==> src/rtl/fetch_unit.sv <==
// fetch_unit: program-counter sequencer with conditional absolute/relative
// branches and an optional return-address stack for Call/Ret.
// Optional feature macro: FETCH_UNIT_RAS_EN enables the return stack.
// Without it, Call/Ret are ignored and Depth/Stack_ovf/Stack_unf read 0.
module fetch_unit #(
    parameter  int PC_W        = 10,
    parameter  int OFF_W       = 6,
    parameter  int STACK_DEPTH = 4,
    localparam int DEPTH_W     = $clog2(STACK_DEPTH + 1)
) (
    input  logic               CLK,
    input  logic               Init,
    input  logic               Halt,
    input  logic               Branch_abs,
    input  logic               Branch_rel,
    input  logic               FLAG_IN,
    input  logic               Call,
    input  logic               Ret,
    input  logic [PC_W-1:0]    Target,
    input  logic [OFF_W-1:0]   Offset,
    output logic [PC_W-1:0]    PC,
    output logic [DEPTH_W-1:0] Depth,
    output logic               Stack_ovf,
    output logic               Stack_unf
);

    logic [PC_W-1:0] r_pc;
    logic [PC_W-1:0] w_pc_next;
    logic [PC_W-1:0] w_pc_inc;
    logic [PC_W-1:0] w_pc_rel;

    // Natural wrap of the PC width gives the modulo-2^PC_W behaviour.
    assign w_pc_inc = r_pc + 1'b1;
    // Relative base is the current PC; offset is sign-extended to PC width.
    assign w_pc_rel = r_pc + PC_W'($signed(Offset));

    assign PC = r_pc;

`ifdef FETCH_UNIT_RAS_EN
    localparam int               IDX_W    = (STACK_DEPTH > 1) ? $clog2(STACK_DEPTH) : 1;
    localparam logic [DEPTH_W-1:0] DEPTH_FULL = DEPTH_W'(STACK_DEPTH);

    logic [PC_W-1:0]    r_stack [STACK_DEPTH];
    logic [DEPTH_W-1:0] r_depth;
    logic [DEPTH_W-1:0] w_depth_next;
    logic               r_ovf;
    logic               r_unf;
    logic               w_ovf_next;
    logic               w_unf_next;
    logic               w_push;
    logic [IDX_W-1:0]   w_wr_idx;
    logic [IDX_W-1:0]   w_rd_idx;

    // Depth counts valid entries, so the free slot is at Depth and the top at Depth-1.
    assign w_wr_idx = IDX_W'(r_depth);
    assign w_rd_idx = IDX_W'(r_depth - 1'b1);

    // Next-state selection: Halt > Ret > Call > taken abs > taken rel > increment.
    always_comb begin
        w_pc_next    = w_pc_inc;
        w_depth_next = r_depth;
        w_ovf_next   = r_ovf;
        w_unf_next   = r_unf;
        w_push       = 1'b0;
        if (Halt) begin
            w_pc_next = r_pc;
        end else if (Ret) begin
            if (r_depth != '0) begin
                w_pc_next    = r_stack[w_rd_idx];
                w_depth_next = r_depth - 1'b1;
            end else begin
                w_unf_next = 1'b1;
            end
        end else if (Call) begin
            w_pc_next = Target;
            if (r_depth != DEPTH_FULL) begin
                w_push       = 1'b1;
                w_depth_next = r_depth + 1'b1;
            end else begin
                w_ovf_next = 1'b1;
            end
        end else if (Branch_abs && FLAG_IN) begin
            w_pc_next = Target;
        end else if (Branch_rel && FLAG_IN) begin
            w_pc_next = w_pc_rel;
        end
    end

    // Control state: PC, depth and sticky error flags, cleared asynchronously by Init.
    always_ff @(posedge CLK or posedge Init) begin
        if (Init) begin
            r_pc    <= '0;
            r_depth <= '0;
            r_ovf   <= 1'b0;
            r_unf   <= 1'b0;
        end else begin
            r_pc    <= w_pc_next;
            r_depth <= w_depth_next;
            r_ovf   <= w_ovf_next;
            r_unf   <= w_unf_next;
        end
    end

    // Return-address storage; contents need no reset because Depth gates visibility.
    always_ff @(posedge CLK) begin
        if (w_push) begin
            r_stack[w_wr_idx] <= w_pc_inc;
        end
    end

    assign Depth     = r_depth;
    assign Stack_ovf = r_ovf;
    assign Stack_unf = r_unf;
`else
    logic w_unused;

    // Call and Ret are accepted on the ports but have no effect in this build.
    assign w_unused = &{1'b0, Call, Ret};

    // Next-PC selection without a return stack: Halt > taken abs > taken rel > increment.
    always_comb begin
        w_pc_next = w_pc_inc;
        if (Halt) begin
            w_pc_next = r_pc;
        end else if (Branch_abs && FLAG_IN) begin
            w_pc_next = Target;
        end else if (Branch_rel && FLAG_IN) begin
            w_pc_next = w_pc_rel;
        end
    end

    // PC register, cleared asynchronously by Init.
    always_ff @(posedge CLK or posedge Init) begin
        if (Init) begin
            r_pc <= '0;
        end else begin
            r_pc <= w_pc_next;
        end
    end

    assign Depth     = '0;
    assign Stack_ovf = 1'b0;
    assign Stack_unf = 1'b0;
`endif

endmodule

==> config.mk <==
export PLATFORM = sky130hd
export DESIGN_NAME = fetch_unit
export DESIGN_NICKNAME = d
export VERILOG_FILES = /design/src/rtl/fetch_unit.sv
export SDC_FILE = /design/constraint.sdc
export NUM_CORES = 1
export LEC_CHECK = 0
export ABC_AREA = 1
export CAP_MARGIN = 30
export CORE_MARGIN = 1
export CORE_UTILIZATION = 33
export CTS_CLUSTER_DIAMETER = 120
export DETAILED_ROUTE_END_ITERATION = 8
export GPL_ROUTABILITY_DRIVEN = 0
export PLACE_DENSITY = 0.69
export SETUP_SLACK_MARGIN = 0.05
export SLEW_MARGIN = 20
export SYNTH_ARGS = -nofsm -noshare
export SYNTH_HDL_FRONTEND = slang
export SYNTH_SLANG_ARGS = --single-unit
==> constraint.sdc <==
create_clock -name CLK -period 2.1 [get_ports CLK]
set_input_delay 0.21 -clock CLK [delete_from_list [all_inputs] [get_ports CLK]]
set_output_delay 0.21 -clock CLK [all_outputs]
set_load 0.02 [all_outputs]
# Word-level counts from Yosys, hierarchy flattened
# Index checks and enable logic that the tools add are counted.
[totals] inputBits=24 out_inout_bits=15 ff_bits=10 word_cells=7
[classes] n_reduce_logical=2 n_addsub=2 n_mux=2
[ops] op="2-to-1 mux 10 bit" count=2
[ops] op="adder 10 x 1 -> 10 bit, second input constant" count=1
[ops] op="adder 10 bit" count=1
[ops] op="logical AND 1 bit" count=2

# Depth between registers and ports, before layout
[depth] depth_word=3 mapped_depth=13 mapped_depth_nobuf=13

# Least setup slack after synthesis
# OpenSTA, ideal clock, no wires.
[synth_timing] path_kind="input to register" start="in Branch_rel" end="reg r_pc[4], in the netlist PC[4]" path_stages=9 setup_slack_ns=0.214 t_arrival_ns=1.758 required_time_ns=1.973 path_buffers=0 setup_time_ns=0.127 cell_sequence="nand2_1 or2_2 ha_1 fa_1 nand3_1 nand3_1 or2_2 a21oi_1 o21ai_0"
[synth_via] elab_chain_cells=3
[synth_rtl] element="start, declared" line="15" rtl="input logic Branch_rel,"
[synth_rtl] element="logical AND 1 bit" line="127" rtl="end else if (Branch_rel && FLAG_IN) begin"
[synth_rtl] element="2-to-1 mux 10 bit" line="127"
[synth_rtl] element="2-to-1 mux 10 bit" line="125" rtl="end else if (Branch_abs && FLAG_IN) begin"
[synth_rtl] element="end signal, assigned" line="137" rtl="r_pc <= w_pc_next;"
[synth_rtl] element="end, declared" line="27" rtl="logic [PC_W-1:0] r_pc;"
# No other way between the ends.
# A chain may end at the register's enable or synchronous reset.

# Final worst setup path
[layout_timing] start="in Offset[0]" end="reg r_pc[6], in the netlist PC[6]"
[layout_via] elab_chain_cells=3
[layout_rtl] element="start, declared" line="20" rtl="input logic [OFF_W-1:0] Offset,"
[layout_rtl] element="adder 10 bit" line="35" rtl="assign w_pc_rel = r_pc + PC_W'($signed(Offset));"
[layout_rtl] element="2-to-1 mux 10 bit" line="127"
[layout_rtl] element="2-to-1 mux 10 bit" line="125"
# No other way between the ends.

==> flow_summary.html <==
<table>
<tr><th>Metric</th><th>Value</th></tr>
<tr><th colspan="2">Timing</th></tr>
<tr><td>Fmax</td><td>500.6 MHz</td></tr>
<tr><td>Hold Vio Cnt, Final</td><td>0</td></tr>
<tr><td>Setup TNS</td><td>0 ns</td></tr>
<tr><td>Largest clock skew in the final design</td><td>0.003371 ns</td></tr>
<tr><td>Period minus WS final</td><td>1.998 ns</td></tr>
<tr><td>Hold Worst Slack</td><td>0.2449 ns</td></tr>
<tr><td>Final setup violation count</td><td>0</td></tr>
<tr><td>Ratio of final minimum period to clock period</td><td>0.9513</td></tr>
<tr><td>Unrepaired setup endpoints after global routing</td><td>false</td></tr>
<tr><td>Max-slew violations</td><td>0</td></tr>
<tr><th colspan="2">Clocking</th></tr>
<tr><td>Number of hold-repair buffers added at the cts stage</td><td>0</td></tr>
<tr><td>CTS tree</td><td>built</td></tr>
<tr><td>H-tree levels</td><td>1</td></tr>
<tr><td>Register clock-pin slew on the reported worst setup and hold paths</td><td>0.07 ns</td></tr>
<tr><td>Number of clock sinks seen by CTS</td><td>10</td></tr>
<tr><td>Longest Clk Path Bufs</td><td>2</td></tr>
<tr><td>Num CTS Buffers</td><td>3</td></tr>
<tr><td>Clock latency on the worst-skew pair</td><td>0.26 ns</td></tr>
<tr><td>Clock root cell</td><td>clkbuf_4</td></tr>
<tr><th colspan="2">Synth</th></tr>
<tr><td>Average cell area after synthesis</td><td>6.679 um^2</td></tr>
<tr><td>Top area cells in the synthesized netlist</td><td>dfrtp_1 26%, nand2_1 15%, ha_1 6.6%, inv_1 6.3%, nor2_1 6.3%</td></tr>
<tr><td>Post-synth top cells</td><td>38 x nand2_1, 16 x inv_1, 16 x nor2_1, 11 x o21ai_0, 10 x dfrtp_1</td></tr>
<tr><td>Synthesized instance count</td><td>142</td></tr>
<tr><td>Async set or reset register ratio after synthesis</td><td>1.000</td></tr>
<tr><td>Count of state elements after synthesis</td><td>10</td></tr>
<tr><td>Proportion of synthesized chip area in sequential cells</td><td>0.2639</td></tr>
<tr><td>Top-area cell type share of the netlist area</td><td>0.2639</td></tr>
<tr><td>Mapped cell area</td><td>948.4 um^2</td></tr>
<tr><td>Top-count cell post-synth</td><td>nand2_1</td></tr>
<tr><td>Number of warnings issued by yosys</td><td>0</td></tr>
<tr><td>Main synth FF type</td><td>dfrtp_1</td></tr>
<tr><td>Number of enable flip-flop cells after synthesis</td><td>0</td></tr>
<tr><td>Area leader, netlist</td><td>dfrtp_1</td></tr>
<tr><td>Number of library cell types mapped by synthesis</td><td>26</td></tr>
<tr><th colspan="2">Route</th></tr>
<tr><td>Drt wl/cell</td><td>11.87 um</td></tr>
<tr><td>Iteration-0 DRC Markers</td><td>33</td></tr>
<tr><td>First-pass detailed-route iteration total</td><td>4</td></tr>
<tr><td>DR vias</td><td>1032</td></tr>
<tr><td>Count of nets left with antenna violations after detail routing</td><td>0</td></tr>
<tr><td>Detailed-route wire length</td><td>2517 um</td></tr>
<tr><td>Post-detailed-route via-to-cell ratio</td><td>4.868</td></tr>
<tr><td>Remaining design rule violation count</td><td>0</td></tr>
<tr><th colspan="2">Setup path</th></tr>
<tr><td>R2r endpoint</td><td>PC[6]</td></tr>
<tr><td>Element type at the critical path end</td><td>flop</td></tr>
<tr><td>Critical Path Source Type</td><td>input pin</td></tr>
<tr><td>Register-to-register setup slack</td><td>0.28 ns</td></tr>
<tr><td>Number of cells on the worst reg-to-reg path</td><td>10</td></tr>
<tr><td>Reg2reg start</td><td>PC[0]</td></tr>
<tr><td>Crit path DAT</td><td>2.18 ns</td></tr>
<tr><td>Crit Path Category</td><td>in2reg</td></tr>
<tr><td>CP Data Required Time</td><td>2.28 ns</td></tr>
<tr><td>CP Max Fanout</td><td>2</td></tr>
<tr><th colspan="2">Pwr</th></tr>
<tr><td>Maximum vdd drop</td><td>0.4291 mV</td></tr>
<tr><td>Leakage dissipation</td><td>0.6889 nW</td></tr>
<tr><td>Final total power</td><td>1.043 mW</td></tr>
<tr><td>P per Cell Area</td><td>757.6 nW/um^2</td></tr>
<tr><th colspan="2">Layout</th></tr>
<tr><td>Layout Area Growth over Synthesis</td><td>45.12%</td></tr>
<tr><td>Proportion of layout cells with a drive suffix above 1</td><td>0.1492</td></tr>
<tr><td>Ant. Diodes</td><td>0</td></tr>
<tr><td>Fin util</td><td>0.5034</td></tr>
<tr><td>Max FFs per register</td><td>10</td></tr>
<tr><td>Cell area after layout</td><td>1376 um^2</td></tr>
<tr><td>Net count, final</td><td>213</td></tr>
<tr><th colspan="2">Floorplan</th></tr>
<tr><td>Initial Utilization</td><td>0.3469</td></tr>
<tr><td>IO Pins</td><td>39</td></tr>
<tr><td>Core Area</td><td>2734 um^2</td></tr>
<tr><td>Placement row count</td><td>19</td></tr>
<tr><td>Die extent in y</td><td>55.61 um</td></tr>
<tr><td>Overall die area</td><td>3092 um^2</td></tr>
<tr><td>DIE WIDTH</td><td>55.61 um</td></tr>
<tr><th colspan="2">Global route</th></tr>
<tr><td>Global-route wire length before repair</td><td>4333 um</td></tr>
<tr><td>Total congestion overflow after global routing</td><td>0</td></tr>
<tr><td>Pin count of the biggest net entering global routing</td><td>15</td></tr>
<tr><td>Number of global-route vias before repair</td><td>1007</td></tr>
<tr><td>Number of antenna violations at the first check in global routing</td><td>0</td></tr>
<tr><td>Global routing usage summed across all routing layers</td><td>0.1743</td></tr>
<tr><th colspan="2">Placed design</th></tr>
<tr><td>HPWL after detailed placement</td><td>1974 um</td></tr>
<tr><td>Placed Instance Area</td><td>1320 um^2</td></tr>
<tr><td>Port Buffers</td><td>31</td></tr>
<tr><th colspan="2">Job</th></tr>
<tr><td>Maxcap violations</td><td>0</td></tr>
<tr><th colspan="2">Outcome</th></tr>
<tr><td>Outcome</td><td>complete, no violations</td></tr>
<tr><th colspan="2">Hold path</th></tr>
<tr><td>Classification of the worst-slack hold path</td><td>in2async</td></tr>
</table>
-- report_power, final --
part           internal [mW]  switching, mW  leakage, nW
sequential             0.242         0.0635        0.118
combinational          0.288          0.318        0.557
clock                 0.0662         0.0651       0.0138
total                  0.596          0.446        0.689
-- kinds of logic (layout without fill, tap and decap cells) --
logic type | Yosys count | in the layout | synth area share
flip-flops | 10 | 10 | 0.2639
XOR/XNOR | 6 | 6 | 0.05541
buffers and inverters | 25 | 60 | 0.1201
AND/OR/NAND/NOR | 71 | 71 | 0.3311
adder cells (fa/ha/maj) | 6 | 6 | 0.08707
other | 1 | 5 | 0.003954
AO/OA/AOI/OAI | 23 | 23 | 0.1385
-- worst max-delay path by stage --
stage / startpoint / to / slack (ns) / cells past startpoint
after floorplan: Branch_rel / PC[4] / 0.21 / 9
after global placement: Branch_rel / PC[4] / -0.34 / 10
after detailed placement: Branch_rel / PC[4] / -0.39 / 10
after CTS: Offset[0] / PC[6] / 0.12 / 12
after global routing: Offset[0] / PC[8] / 0.01 / 13
final: Offset[0] / PC[6] / 0.10 / 12
-- per-stage QoR --
stage | cells | worst slack (ns)
after global routing | 212 | 0.01221
final | 212 | 0.1023
after CTS | 211 | 0.1158
after global placement | 208 | -0.3367
after detailed placement | 208 | -0.3874
after floorplan | 146 | 0.2143
-- worst max-delay path, cell delays in order --
cell and delay (ns):
clkdlybuf4s50_1 0.42, or2_4 0.26, ha_4 0.16, fa_2 0.34, nand3_1 0.13, nand3_2 0.09, nand2_2 0.07, nand2_1 0.06
nand2_1 0.09, xor2_1 0.16, nor2_1 0.06, o22ai_1 0.13
-- layout by cell type (no fill, tap or decap), drive strengths merged --
cell           count
nand2             42
clkdlybuf4s50     29
nor2              17
inv               16
o21ai             11
dfrtp             10
buf                8
nand3              7
a21oi              6
conb               5
ha                 5
xor2               4
o22ai              3
clkbuf             3
xnor2              2
nand4              2
a31oi              2
dlygate4sd2        2
clkinv             2
or2                2
a41o               1
nand3b             1
fa                 1
-- area by class of cell --
class,instances,area [um^2]
fillers,267,1358
multi-input cells,111,628.1
repair buffers,39,367.9
flip-flops and latches,10,250.2
inverters,18,68.82
well taps,31,38.79
clock buffers,3,22.52
-- what timing repair did --
item / 4_1_cts / 5_1_grt
pin swaps: 5 / 1
setup buffers: 0 / 1
gates resized for setup: 7 / 2
endpoints found under the setup margin: 4 / 2
-- metal layers --
metal	global-route usage	vias up	share of wire
li1	-	528	-
met2	0.2840	42	0.48
met4	0.06429	0	0.015
met1	0.2360	456	0.44
met3	0.02326	6	0.060
met5	0	-	0
Power figures use the tool's default switching activity.
